==> src/rtl/rom_load_pkg.sv <==
// rom_load_pkg: shared state encoding and word geometry for the ROM loader.
// Checksum logic is built only when ROM_LOAD_CSUM_EN is defined.
package rom_load_pkg;

  localparam int unsigned ST_W           = 3;
  localparam int unsigned BYTES_PER_WORD = 4;
  localparam int unsigned IDX_W          = $clog2(BYTES_PER_WORD);
  localparam logic [31:0] ADDR_STEP      = 32'd4;

  typedef enum logic [ST_W-1:0] {
    IDLE  = 3'd0,
    ARM   = 3'd1,
    RECV  = 3'd2,
    FLUSH = 3'd3,
    DONE  = 3'd4
  } state_e;

endpackage

==> src/rtl/rom_load_packer.sv <==
// rom_load_packer: little-endian byte lane steering into 32-bit words.
// Hosts the running byte checksum when ROM_LOAD_CSUM_EN is defined.
module rom_load_packer
  import rom_load_pkg::*;
(
  input  logic             clk,
  input  logic             rst,
  input  logic             clr_i,
  input  logic             accept_i,
  input  logic [7:0]       byte_i,
  output logic [IDX_W-1:0] idx_o,
  output logic             cplt_o,
  output logic [31:0]      word_o,
  output logic [7:0]       csum_o
);

  logic [IDX_W-1:0] idx_q, idx_d;
  logic [31:0]      word_q, word_d;

  // lane 0 restarts the word so a flushed partial has zero upper lanes
  always_comb begin
    idx_d  = idx_q;
    word_d = word_q;
    if (clr_i) begin
      idx_d  = '0;
      word_d = '0;
    end else if (accept_i) begin
      if (idx_q == '0) begin
        word_d = {24'h0, byte_i};
      end else begin
        word_d[{idx_q, 3'b000} +: 8] = byte_i;
      end
      idx_d = idx_q + IDX_W'(1);
    end
  end

  always_ff @(posedge clk or negedge rst) begin
    if (!rst) begin
      idx_q  <= '0;
      word_q <= '0;
    end else begin
      idx_q  <= idx_d;
      word_q <= word_d;
    end
  end

  assign idx_o  = idx_q;
  assign word_o = word_d;
  assign cplt_o = accept_i &
                  (idx_q == IDX_W'(BYTES_PER_WORD - 1));

`ifdef ROM_LOAD_CSUM_EN
  logic [7:0] csum_q;

  always_ff @(posedge clk or negedge rst) begin
    if (!rst) begin
      csum_q <= 8'h00;
    end else if (clr_i) begin
      csum_q <= 8'h00;
    end else if (accept_i) begin
      csum_q <= csum_q + byte_i;
    end
  end

  assign csum_o = csum_q;
`else
  assign csum_o = 8'h00;
`endif

endmodule

==> src/rtl/rom_load_ctrl.sv <==
// rom_load_ctrl: UART program download into instruction ROM, core held in reset.
// Define ROM_LOAD_CSUM_EN to enable the byte checksum on csum_o.
module rom_load_ctrl
  import rom_load_pkg::*;
#(
  parameter logic [31:0] BASE_ADDR    = 32'h0000_0000,
  parameter int unsigned DEPTH_WORDS  = 4096,
  parameter int unsigned IDLE_TIMEOUT = 1_000_000,
  parameter int unsigned CNT_W        = 16
) (
  input  logic             clk,
  input  logic             rst,
  input  logic             load_req_i,
  input  logic             rx_valid_i,
  input  logic [7:0]       rx_data_i,
  output logic             rom_wen_o,
  output logic [31:0]      rom_addr_o,
  output logic [31:0]      rom_data_o,
  output logic             cpu_hold_o,
  output logic             busy_o,
  output logic             done_o,
  output logic             err_o,
  output logic [CNT_W-1:0] word_cnt_o,
  output logic [7:0]       csum_o
);

  localparam int unsigned TMR_W = $clog2(IDLE_TIMEOUT + 1);
  localparam logic [TMR_W-1:0] TMR_LAST =
    TMR_W'(IDLE_TIMEOUT - 1);

  state_e           state_q, state_d;
  logic [TMR_W-1:0] tmr_q, tmr_d;
  logic             wen_q, wen_d;
  logic [31:0]      addr_q, addr_d;
  logic [31:0]      data_q, data_d;
  logic [CNT_W-1:0] cnt_q, cnt_d;
  logic             err_q, err_d;

  logic             clr;
  logic             accept;
  logic             wr_req;
  logic             full;
  logic             cplt;
  logic [IDX_W-1:0] idx;
  logic [31:0]      word;

  rom_load_packer u_packer (
    .clk      (clk),
    .rst      (rst),
    .clr_i    (clr),
    .accept_i (accept),
    .byte_i   (rx_data_i),
    .idx_o    (idx),
    .cplt_o   (cplt),
    .word_o   (word),
    .csum_o   (csum_o)
  );

  assign full = 32'(cnt_q) >= 32'(DEPTH_WORDS);

  always_comb begin
    state_d = state_q;
    tmr_d   = tmr_q;
    wen_d   = 1'b0;
    addr_d  = addr_q;
    data_d  = data_q;
    cnt_d   = cnt_q;
    err_d   = err_q;
    clr     = 1'b0;
    accept  = 1'b0;
    wr_req  = 1'b0;

    // address/count follow the strobe by one cycle
    if (wen_q) begin
      addr_d = addr_q + ADDR_STEP;
      if (cnt_q != '1) begin
        cnt_d = cnt_q + CNT_W'(1);
      end
    end

    unique case (state_q)
      IDLE: begin
        if (load_req_i) begin
          state_d = ARM;
          clr     = 1'b1;
          cnt_d   = '0;
          err_d   = 1'b0;
          addr_d  = BASE_ADDR;
          tmr_d   = '0;
        end
      end
      ARM: begin
        accept = rx_valid_i;
        if (rx_valid_i) begin
          state_d = RECV;
        end
      end
      RECV: begin
        accept = rx_valid_i;
        wr_req = cplt;
        if (rx_valid_i) begin
          tmr_d = '0;
        end else if (tmr_q == TMR_LAST) begin
          tmr_d = '0;
          if (idx != '0) begin
            state_d = FLUSH;
            wr_req  = 1'b1;
          end else begin
            state_d = DONE;
          end
        end else begin
          tmr_d = tmr_q + TMR_W'(1);
        end
      end
      FLUSH: state_d = DONE;
      DONE:  state_d = IDLE;
      default: state_d = IDLE;
    endcase

    if (wr_req) begin
      if (full) begin
        err_d = 1'b1;
      end else begin
        wen_d  = 1'b1;
        data_d = word;
      end
    end
  end

  always_ff @(posedge clk or negedge rst) begin
    if (!rst) begin
      state_q <= IDLE;
      tmr_q   <= '0;
      wen_q   <= 1'b0;
      addr_q  <= BASE_ADDR;
      data_q  <= '0;
      cnt_q   <= '0;
      err_q   <= 1'b0;
    end else begin
      state_q <= state_d;
      tmr_q   <= tmr_d;
      wen_q   <= wen_d;
      addr_q  <= addr_d;
      data_q  <= data_d;
      cnt_q   <= cnt_d;
      err_q   <= err_d;
    end
  end

  assign rom_wen_o  = wen_q;
  assign rom_addr_o = addr_q;
  assign rom_data_o = data_q;
  assign busy_o     = state_q != IDLE;
  assign cpu_hold_o = state_q != IDLE;
  assign done_o     = state_q == DONE;
  assign err_o      = err_q;
  assign word_cnt_o = cnt_q;

endmodule

==> config.mk <==
export PLATFORM = sky130hd
export DESIGN_NAME = rom_load_ctrl
export DESIGN_NICKNAME = d
export VERILOG_FILES = /design/src/rtl/rom_load_pkg.sv /design/src/rtl/rom_load_packer.sv /design/src/rtl/rom_load_ctrl.sv
export SDC_FILE = /design/constraint.sdc
export NUM_CORES = 1
export LEC_CHECK = 0
export CAP_MARGIN = 20
export CORE_ASPECT_RATIO = 1.1
export CORE_MARGIN = 2
export CORE_UTILIZATION = 48
export DETAILED_ROUTE_END_ITERATION = 16
export GPL_TIMING_DRIVEN = 0
export HOLD_SLACK_MARGIN = 0.08
export PLACE_DENSITY = 0.76
export SYNTH_ARGS = -nofsm -noshare
export SYNTH_HDL_FRONTEND = slang
export SYNTH_SLANG_ARGS = --single-unit
==> constraint.sdc <==
create_clock -name clk -period 2.2 [get_ports clk]
set_input_delay 0.22 -clock clk [delete_from_list [all_inputs] [get_ports clk]]
set_output_delay 0.22 -clock clk [all_outputs]
set_load 0.1 [all_outputs]
After elaboration in Yosys (flattened, before gate mapping)
Cells that the tools add are included.
- add/sub/neg operators: 5
- magnitude comparators: 1
- equality and inequality tests: 11
- shift-type cells: 2
- mux-type cells: 36
- bitwise operators: 2
- reductions and logical operators: 10
- operator list (cell ; count):
    $mux 32 ; 6
    $mux 16 ; 4
    $mux 20 ; 3
    $pmux 20 s2 ; 1
    $add 32x3->32 const B ; 1
    $bwmux 32 ; 1
    $shift 8x7->32 const A ; 1
    $shiftx 8x7->32 ; 1
    $add 20x1->20 const B ; 1
    $eq 20x20->1 const B ; 1
    $add 16x1->16 const B ; 1
    $ge 16x13->1 const B ; 1
    $ne 16x16->1 const B ; 1
    $mux 3 ; 5
    $mux 1 ; 13
    $pmux 3 s4 ; 1
    $ne 2x2->1 const B ; 4
    $neg 5->7 ; 1
    $eq 3x2->1 const B ; 2
    $reduce_bool 2->1 ; 3
    $mux 2 ; 2
    $reduce_and 2->1 ; 2
    $reduce_and 4->1 ; 1
    $eq 3x1->1 const B ; 1
    other kinds (9) ; 9
- bits in registers: 139

Longest topological paths before layout
Gate-level depths: netlist of the first run.
- depth in word-level cells: 9
- gate-level depth with buffers: 9
- mapped depth without buffers: 7

By module
From an unflattened synthesis of the first run, not the netlist that was laid out.
- cell total of the unflattened synthesis: 638
- area, all modules: 6747.7 sq um
- by module, submodules not included (module ; instances ; cells each ; area an instance (sq um)):
    rom_load_ctrl ; 1 ; 471 ; 5037.3
    rom_load_packer ; 1 ; 167 ; 1710.4

Worst setup path before layout of the first run
No wires, ideal clock.
- path type: reg-to-output
- from: register state_q[0]
- to: output port done_o
- arrival time: 2.817 ns
- setup slack: -0.837 ns
- stages on the path, launching flop included: 3
- buffers on the path: 1
- cell sequence: dfrtp_1 > clkbuf_1 > nor3b_1
- longest elaborated chain between the ends: 1
- RTL lines (element ; RTL line ; text):
    start, declared ; rom_load_ctrl.sv:31 ; state_e state_q, state_d;
    start signal, assigned ; rom_load_ctrl.sv:140 ; state_q <= state_d;
    $eq 3x3->1 ; rom_load_ctrl.sv:155 ; assign done_o = state_q == DONE;
    end, declared ; rom_load_ctrl.sv:21 ; output logic done_o,
Every way passes these cells.

Final worst setup path of the first run
- from: register addr_q[18], in the netlist rom_addr_o[18]
- to: output port rom_addr_o[18]
- RTL lines (element ; RTL line ; text):
    start, declared ; rom_load_ctrl.sv:34 ; logic [31:0] addr_q, addr_d;
    start signal, assigned ; rom_load_ctrl.sv:143 ; addr_q <= addr_d;
    end, declared ; rom_load_ctrl.sv:17 ; output logic [31:0] rom_addr_o,
No word-level cell between the ends.

==> impl_metrics.tcl, run 1 <==
set metrics [dict create \
    outcome "finished, final reports clean" \
    critPathBufInv 1 \
    die_h_um 126 \
    io_pins 105 \
    ys.flop_type "dfrtp_1" \
    grt_max_degree 76 \
    fin_ws_ns 0.0231 \
    clock-root-buffer "clkbuf_16" \
    clockBufferDepth 2 \
    clkSinkCount 137 \
    arrival_ns 1.96 \
    power_frac_seq_pct 35.0 \
    utilization_pct 66.3 \
    cp_max_fo 4 \
    core_area_um2 13200 \
    rows 44 \
    swShare_pct 33.7 \
    antenna_found_initial 0 \
    syn_area_per_cell_um2 10.2 \
    grt_usage_pct 22.9 \
    synthArstFlopShare_pct 100 \
    required_ns 1.98 \
    post-route-period-util_pct 99.0 \
    vias 5319 \
    ir_drop_uv 628 \
    postRouteAntennaNets 0 \
    numPortBuffers 94 \
    ys_top_cells_by_count "137 x dfrtp_1, 74 x nor2_1, 54 x nand2_1" \
    hold_slack_ns 0.360 \
    drc 0 \
    synth_area_leaders "dfrtp_1 53%, mux2_2 5.6%, nor2_1 4.3%" \
    top_layer "met4" \
    crit_chain "clkdlybuf4s50_1" \
    crit_path_start_kind "register" \
    grt_pass1_wl_um 26200 \
    ys_types 50 \
    drv_slew 0 \
    setup_viol 0 \
    syn_to_final_growth_pct 35.1 \
    setup_tns_ns 0 \
    cts_tree "done" \
    hold_viol 0 \
    dr.pass1.iters 6 \
    cpPeakStageDelay_ns 1.14 \
    grt_pass1_vias 5337 \
    drive_gt1_share_pct 22.8 \
    yosysTopAreaCellShare_pct 53.1 \
    dp_cells 898 \
    pre_cts_ws_ns -0.434 \
    nNetsFinal 795 \
    combPwrFrac_pct 25.8 \
    wl_per_cell_um 17.1 \
    via_per_inst 5.60 \
    met2_length_um 8380 \
    clkLatencyLatePin_ns 0.42 \
    fin_worst_skew_ns 0.0102 \
    yosysSeqAreaShare_pct 53.1 \
    leakagePower_uw 0.00426 \
    syn_area_um2 6450 \
    hold_path.class "primary input to asynchronous set/reset pin" \
    slew_headroom_pct 30.2 \
    max_cap_viol_count 0 \
    ys_ff_latch 137 \
    p_int_uw 5340 \
    wl_met3_um 823 \
    yosysWarnings 0 \
    first_iter_violations 417 \
    gp_congestion 0.878 \
    end_kind "primary output" \
    netlist_instances 633 \
    die_area_um2 14400 \
    yosys.area.top_type "dfrtp_1" \
    die_w_um 115 \
    final.min_clock_period_ns 2.18 \
    p_clk_share_pct 39.2 \
    powerDensity_nw_per_um2 924 \
    diodes 0 \
    cts_buffers 17 \
    fmax_ghz 0.459 \
    wirelength_met1_um 6720 \
    clkTransAtPathRegs_ns 0.06 \
    worstSetupPathType "register to primary output" \
    overflow 0 \
    final_cells 949 \
    synth_most_common_cell "dfrtp_1" \
    critPathTopFamily "buffers and inverters" \
    start_util_pct 49.0 \
    wl_um 16300 \
    synth_edf_count 0 \
    dp_hpwl_um 10600 \
    htreeDepth 4 \
    p_sw_uw 2720 \
    worstMarginPinSlew_ns 1.05 \
    crit_path_top_delay_cell "clkdlybuf4s50_1" \
]
[per-stage QoR]
stage          power (µW)  area [µm²]
2_1_floorplan        4220        6550
3_3_place_gp         4660        7690
3_5_place_dp         4730        7720
4_1_cts              7980        8520
5_1_grt              8350        8720
6_report             8050        8720
[layout by cell type (no fill, tap or decap), types with 19 or more instances in the layout]
cell and n:
clkdlybuf4s50_1 51, dfrtp_1 98, xor2_1 29, nand2_1 54
dfrtp_2 37, mux2_2 32, dlymetal6s2s_1 20, a21oi_1 39
nor2_1 73, nand4_1 29, dlygate4sd2_1 19, nand3_1 48
buf_4 29
[power groups by stage]
stage / Combinational (µW) / Clock, µW / Sequential (µW)
after floorplan: 1190 / 0 / 3030
after global placement: 1850 / 0 / 2810
after detailed placement: 1910 / 0 / 2820
after CTS: 1980 / 3190 / 2810
after global routing: 2220 / 3290 / 2840
final: 2080 / 3150 / 2820
[state kept, by name, indices dropped and copies added, names as in the netlist]
| signal | count |
|---|---|
| rom_data_o | 32 |
| u_packer.idx_o | 2 |
| tmr_q | 20 |
| u_packer.word_q | 32 |
| word_cnt_o | 16 |
| err_o | 1 |
| state_q | 3 |
| rom_addr_o | 30 |
| rom_wen_o | 1 |
[final timing paths]
check | start | end | slack (ns) | depth (start not counted)
setup reg to reg | tmr_q[8] | rom_data_o[9] | 0.07 | 7
hold reg to reg | rom_data_o[5] | rom_data_o[5] | 0.51 | 1
min in group clk | rom_data_o[5] | rom_data_o[5] | 0.51 | 1
setup / recovery | rom_addr_o[18] | rom_addr_o[18] | 0.02 | 1
max in group asynchronous | rst | rom_addr_o[4] | 1.04 | 3
hold / removal | rst | rom_data_o[13] | 0.36 | 2
[what timing repair did]
action	4_1_cts	5_1_grt
buffers inserted	8	9
pin swaps	3	7
gates cloned	2	0
hold buffers	1	0
endpoints found under the hold margin	62	0
endpoints found under the setup margin	131	92
resized for setup	50	49
[layer usage]
metal | global-route usage, % | vias up
li1 | - | 2466
met1 | 28.9 | 2642
met2 | 38.9 | 180
met3 | 4.85 | 31
met4 | 7.68 | 0
met5 | 0 | -
[kinds of logic after synthesis]
kind of cell | share of synthesized area, %
simple gates | 21.0
other cells | 0.0581
buf+inv | 4.30
mux | 7.45
fa+ha+maj | 1.55
compound gates | 6.26
xor+xnor | 6.24
flops | 53.1
[cell type report]
| type | count | area (µm²) |
|---|---|---|
| Fill cell | 987 | 4440 |
| Sequential cell | 137 | 3480 |
| Multi-Input combinational cell | 450 | 2910 |
| Timing Repair Buffer | 116 | 1170 |
| Clock buffer | 18 | 439 |
| Buffer | 36 | 233 |
| Clock inverter | 14 | 219 |
| Tap cell | 161 | 201 |
| Inverter | 17 | 63.8 |
Note: power is estimated with default switching activity, not from simulation.
==> inputs of run 2 (changes only) <==
--- a/config.mk
+++ b/config.mk
@@ -13,6 +13,8 @@
 export GPL_TIMING_DRIVEN = 0
 export HOLD_SLACK_MARGIN = 0.08
 export PLACE_DENSITY = 0.76
+export SLEW_MARGIN = 20
 export SYNTH_ARGS = -nofsm -noshare
 export SYNTH_HDL_FRONTEND = slang
 export SYNTH_SLANG_ARGS = --single-unit
+export TNS_END_PERCENT = 1
==> constraint.sdc (replaced) <==
create_clock -name clk -period 1.8 [get_ports clk]
set_input_delay 0.18 -clock clk [delete_from_list [all_inputs] [get_ports clk]]
set_output_delay 0.18 -clock clk [all_outputs]
set_load 0.1 [all_outputs]
==> run 2 against run 1 <==
Cell count grew 0.11%. First-iteration DRC count shrank 29%. Final area grew 2.6%. Clock skew shrank 0.00066 ns. The flow now finishes with violations (setup timing). Highest routed layer unchanged. Sequential share of layout area shrank 0.83 points. Core utilization grew 1.7 points. Sequential power grew 22%. Setup slack lost 0.35 ns. Non-clock buffer count grew 1. Via count grew 2.0%. Critical path depth grew 6. Global-route usage grew 1.1 points.
==> impl_metrics.tcl, run 2 (synthesis gave the netlist of run 1 again) <==
set metrics [dict create \
    p_sw_uw 3510 \
    worstSetupPathType "register to register" \
    grt_pass1_vias 5536 \
    drv_slew 0 \
    vias 5425 \
    antenna_found_initial 0 \
    fin_ws_ns -0.332 \
    worstMarginPinSlew_ns 0.584 \
    postPlaceCellArea_um2 7800 \
    final.min_clock_period_ns 2.13 \
    gp_congestion 0.793 \
    rsz0062_at_grt "true" \
    post-route-period-util_pct 118 \
    drc 0 \
    rows 44 \
    fillers 948 \
    cts_buffers 17 \
    clkLatencyLatePin_ns 0.43 \
    core_area_um2 13200 \
    cpPeakStageDelay_ns 0.57 \
    end_kind "register" \
    power_frac_seq_pct 35.7 \
    clockBufferDepth 2 \
    start_util_pct 49.0 \
    wl_per_cell_um 17.6 \
    p_int_uw 6100 \
    utilization_pct 68.0 \
    via_per_inst 5.71 \
    crit_path_top_delay_cell "or4b_4" \
    grt_usage_pct 23.9 \
    path_common_cell "buf_8" \
    crit_path_start_kind "register" \
    outcome "finished, violations left" \
    critPathBufInv 2 \
    violations "setup timing" \
    seq_area_um2 3500 \
    nNetsFinal 796 \
    clkSinkCount 137 \
    grt_pass1_wl_um 27300 \
    hold_path.class "primary input to asynchronous set/reset pin" \
    stdcell_area_um2 8940 \
    most-common-layout-cells "95 x dfrtp_1, 70 x nor2_1, 66 x clkdlybuf4s15_2" \
    final_common_cell "dfrtp_1" \
    fmax_ghz 0.469 \
    fin_worst_skew_ns 0.00950 \
    leakagePower_uw 0.00389 \
    clkTransAtPathRegs_ns 0.06 \
    drive_gt1_share_pct 35.1 \
    r2r_setup_slack_ns -0.33 \
    overflow 0 \
    dp_hpwl_um 10400 \
    powerDensity_nw_per_um2 1070 \
    ir_drop_uv 681 \
    critPathTopFamily "simple AND/OR/NAND/NOR gates" \
    setup_viol 86 \
    dr.pass1.iters 7 \
    first_iter_violations 297 \
    swShare_pct 36.5 \
    p_clk_share_pct 35.0 \
    die_w_um 115 \
    clock-root-buffer "clkbuf_16" \
    syn_to_final_growth_pct 38.6 \
    die_area_um2 14400 \
    cts_tree "done" \
    combPwrFrac_pct 29.4 \
    wl_um 16700 \
    cp_max_fo 5 \
    postRouteAntennaNets 0 \
    io_pins 105 \
    diodes 0 \
    slew_headroom_pct 61.2 \
    numPortBuffers 94 \
    arrival_ns 2.44 \
    max_cap_viol_count 0 \
    multi_input_area_um2 3100 \
    crit_chain "or4b_4, nor2_4, nand3_2, a21oi_4, buf_8, buf_8, mux2_4" \
    die_h_um 126 \
    required_ns 2.11 \
    htreeDepth 4 \
    hold_viol 0 \
    grt_max_degree 93 \
]
[run 2: cell types whose count changed in the layout (fill, tap and decap cells not counted), sizes merged, moves of 4 or more]
cell,before,now
clkbuf,32,42
clkdlybuf4s50,51,10
clkdlybuf4s15,1,66
buf,46,51
dlymetal6s2s,20,0
bufinv,5,1
dlygate4sd2,19,0
[run 2: what timing repair did]
action	in CTS	in global routing
buffers inserted	12	5
endpoints found under the setup margin	216	143
hold endpoints to repair	45	0
hold buffers	1	0
cloned	3	0
gates resized for setup	332	37
pin swaps	10	7
[run 2: per-stage QoR]
step | total power (µW) | instances | hold slack, ns | worst slack (ns) | setup TNS (ns)
6_report | 9610 | 950 | 0.238 | -0.332 | -12.92
5_1_grt | 9940 | 950 | 0.282 | -0.403 | -22.17
4_1_cts | 9570 | 945 | 0.236 | -0.322 | -12.27
3_5_place_dp | 5800 | 898 | 0.101 | -0.742 | -65.61
3_3_place_gp | 5740 | 897 | 0.464 | -5.50 | -710.49
2_1_floorplan | 5190 | 642 | -0.116 | -0.265 | -18.24
[run 2: worst paths after layout]
path | from | depth (start not counted) | endpoint
max | state_q[2] | 7 | rom_data_o[22]
min | rst | 2 | word_cnt_o[2]
max in group asynchronous | rst | 3 | word_cnt_o[12]
min in group clk | rx_data_i[5] | 3 | u_packer.word_q[29]
max reg2reg | state_q[2] | 7 | rom_data_o[22]
min reg2reg | err_o | 1 | err_o
[run 2: area by class of cell]
| class | instances | share of cell area, % |
|---|---|---|
| clock inverters | 15 | 1.61 |
| flip-flops and latches | 137 | 39.1 |
| multi-input cells | 450 | 34.6 |
| clock buffers | 17 | 4.76 |
| inverters | 17 | 0.741 |
| well taps | 161 | 2.25 |
| plain buffers | 37 | 3.43 |
| repair buffers | 116 | 13.5 |
[run 2: worst register-to-register path: stages, from the launching register on]
cell	delay, ns
dfrtp_2	0.44
or4b_4	0.57
nor2_4	0.10
nand3_2	0.11
a21oi_4	0.19
buf_8	0.17
buf_8	0.14
mux2_4	0.30
[run 2: power by group through the flow]
stage | sequential (µW) | clock [µW] | combinational [µW]
after global placement | 3440 | 0 | 2300
after detailed placement | 3450 | 0 | 2350
after floorplan | 3700 | 0 | 1490
final | 3430 | 3360 | 2820
after global routing | 3450 | 3510 | 2990
after CTS | 3420 | 3390 | 2760
[run 2: layer usage]
metal  vias up  track usage, %  share of wire (%)  wire (µm)
met5         -               0                  0          0
met4         0            10.8                2.6        442
met3        42            6.20                5.6        931
met2       190            38.5                 51       8480
met1      2715            30.3                 41       6850
li1       2478               -                  -          -
==> inputs of run 3 (changes only) <==
--- a/config.mk
+++ b/config.mk
@@ -10,9 +10,11 @@
 export CORE_MARGIN = 2
 export CORE_UTILIZATION = 48
 export DETAILED_ROUTE_END_ITERATION = 16
+export GPL_ROUTABILITY_DRIVEN = 0
 export GPL_TIMING_DRIVEN = 0
 export HOLD_SLACK_MARGIN = 0.08
 export PLACE_DENSITY = 0.76
+export REMOVE_ABC_BUFFERS = 1
 export SLEW_MARGIN = 20
 export SYNTH_ARGS = -nofsm -noshare
 export SYNTH_HDL_FRONTEND = slang
==> run 3 against run 2 <==
The flow still finishes with violations (setup timing). Critical endpoint is now rom_data_o[4]. Via count shrank 0.98%. Wire length decreased by 0.20%. Clock power about the same.
==> impl_metrics.tcl, run 3 (synthesis gave the netlist of run 1 again) <==
set metrics [dict create \
    wl_um 16700 \
    outcome "finished, violations left" \
    antenna_found_initial 0 \
    die_h_um 126 \
    postRouteAntennaNets 0 \
    syn_to_final_growth_pct 33.2 \
    clock-root-buffer "clkbuf_16" \
    grt_pass1_wl_um 27000 \
    gr-usage-met1_pct 28.8 \
    die_area_um2 14400 \
    busiest_layer "met2" \
    cp_max_fo 9 \
    diodes 0 \
    grt_usage_pct 23.7 \
    nNetsFinal 764 \
    crit_path_start_kind "register" \
    wl_per_cell_um 18.2 \
    io_pins 105 \
    stdcell_area_um2 8590 \
    clkLatencyLatePin_ns 0.42 \
    met2_usage_pct 39.8 \
    violations "setup timing" \
    numPortBuffers 94 \
    setup_viol 66 \
    final.min_clock_period_ns 2.14 \
    end_kind "register" \
    post-route-period-util_pct 119 \
    seq_area_um2 3440 \
    final_common_cell "dfrtp_1" \
    grt_pass1_vias 5458 \
    hold_path.class "primary input to asynchronous set/reset pin" \
    dp_cells 864 \
    start_util_pct 49.0 \
    drc 0 \
    htreeDepth 4 \
    pre_cts_ws_ns -1.18 \
    hold_slack_ns 0.287 \
    clkSinkCount 137 \
    worstSetupPathType "register to register" \
    required_ns 2.10 \
    clockBufferDepth 2 \
    rsz0062_at_grt "true" \
    drive_gt1_share_pct 28.6 \
    first_iter_violations 361 \
    die_w_um 115 \
    vias 5372 \
    overflow 0 \
    worstMarginPinSlew_ns 0.957 \
    final_cells 917 \
    ir_drop_uv 685 \
    slew_headroom_pct 36.4 \
    cts_buffers 17 \
    powerDensity_nw_per_um2 1120 \
    leakagePower_uw 0.00379 \
    via_per_inst 5.86 \
    max_cap_viol_count 0 \
    setup_tns_ns -13.34 \
    arrival_ns 2.44 \
    fillers 929 \
    dp_hpwl_um 10200 \
    fmax_ghz 0.467 \
    multi_input_area_um2 3100 \
    dr.pass1.iters 5 \
    cts_tree "done" \
    grt_max_degree 74 \
    fin_ws_ns -0.340 \
    fin_worst_skew_ns 0.00840 \
    met3_usage_pct 5.53 \
    most-common-layout-cells "130 x dfrtp_1, 70 x nor2_1, 58 x clkdlybuf4s15_2" \
    drv_slew 0 \
    rows 44 \
    hold_viol 0 \
    core_area_um2 13200 \
    clkTransAtPathRegs_ns 0.05 \
    postPlaceCellArea_um2 7540 \
]
## run 3: changes by cell type in the layout (fill, tap and decap cells not counted), moves of 9 or more
cell / before / now
buf_4: 33 / 16
o21ai_0: 15 / 6
mux2_4: 23 / 7
dfrtp_1: 95 / 130
mux2_2: 9 / 25
dfrtp_2: 35 / 7
## run 3: through the flow
step | power [µW] | util, %
floorplan | 5010 | -
global placement | 5540 | 56.4
detailed placement | 5780 | 57.3
CTS | 9490 | 65.3
global route | 9980 | 65.3
finish | 9630 | 65.3
## run 3: layout make-up
class,count,area share (%)
clock inverters,7,1.06
multi-input cells,451,36.0
repair buffers,120,14.2
flip-flops and latches,137,40.0
well taps,161,2.34
inverters,17,0.772
clock buffers,24,5.60
## run 3: metal layers
layer  vias to the layer above  share of wire (%)
li1                       2409                  -
met1                      2698                 38
met2                       218                 52
met3                        47                6.8
met4                         0                2.9
met5                         -                  0
## run 3: critical path, stage by stage (launching register included)
cell,delay [ns]
dfrtp_1,0.42
ha_4,0.19
nand3_4,0.11
nor4_4,0.40
nand3_4,0.17
a21oi_4,0.20
buf_6,0.19
mux2_2,0.35
## run 3: power breakdown
group          internal (µW)  leakage [µW]  switching (µW)
sequential              3290       0.00189             173
clock                   2140      0.000280            1250
combinational            858       0.00161            1930
total                   6280       0.00379            3350
## run 3: final timing paths
kind | from | to | slack (ns) | cells past startpoint
setup / recovery | tmr_q[0] | rom_data_o[4] | -0.34 | 7
hold / removal | rst | rom_data_o[8] | 0.29 | 2
setup reg to reg | tmr_q[0] | rom_data_o[4] | -0.34 | 7
hold reg to reg | rom_data_o[5] | rom_data_o[5] | 0.51 | 1
max in group asynchronous | rst | word_cnt_o[0] | 0.77 | 3
min in group clk | rom_data_o[5] | rom_data_o[5] | 0.51 | 1
## run 3: timing repair
| item | in CTS | in global routing |
|---|---|---|
| endpoints found under the setup margin | 216 | 145 |
| pin swaps | 17 | 13 |
| gates cloned | 2 | 0 |
| resized for setup | 289 | 51 |
| setup buffers | 18 | 3 |
| hold endpoints to repair | 64 | 0 |
| hold buffers | 1 | 0 |
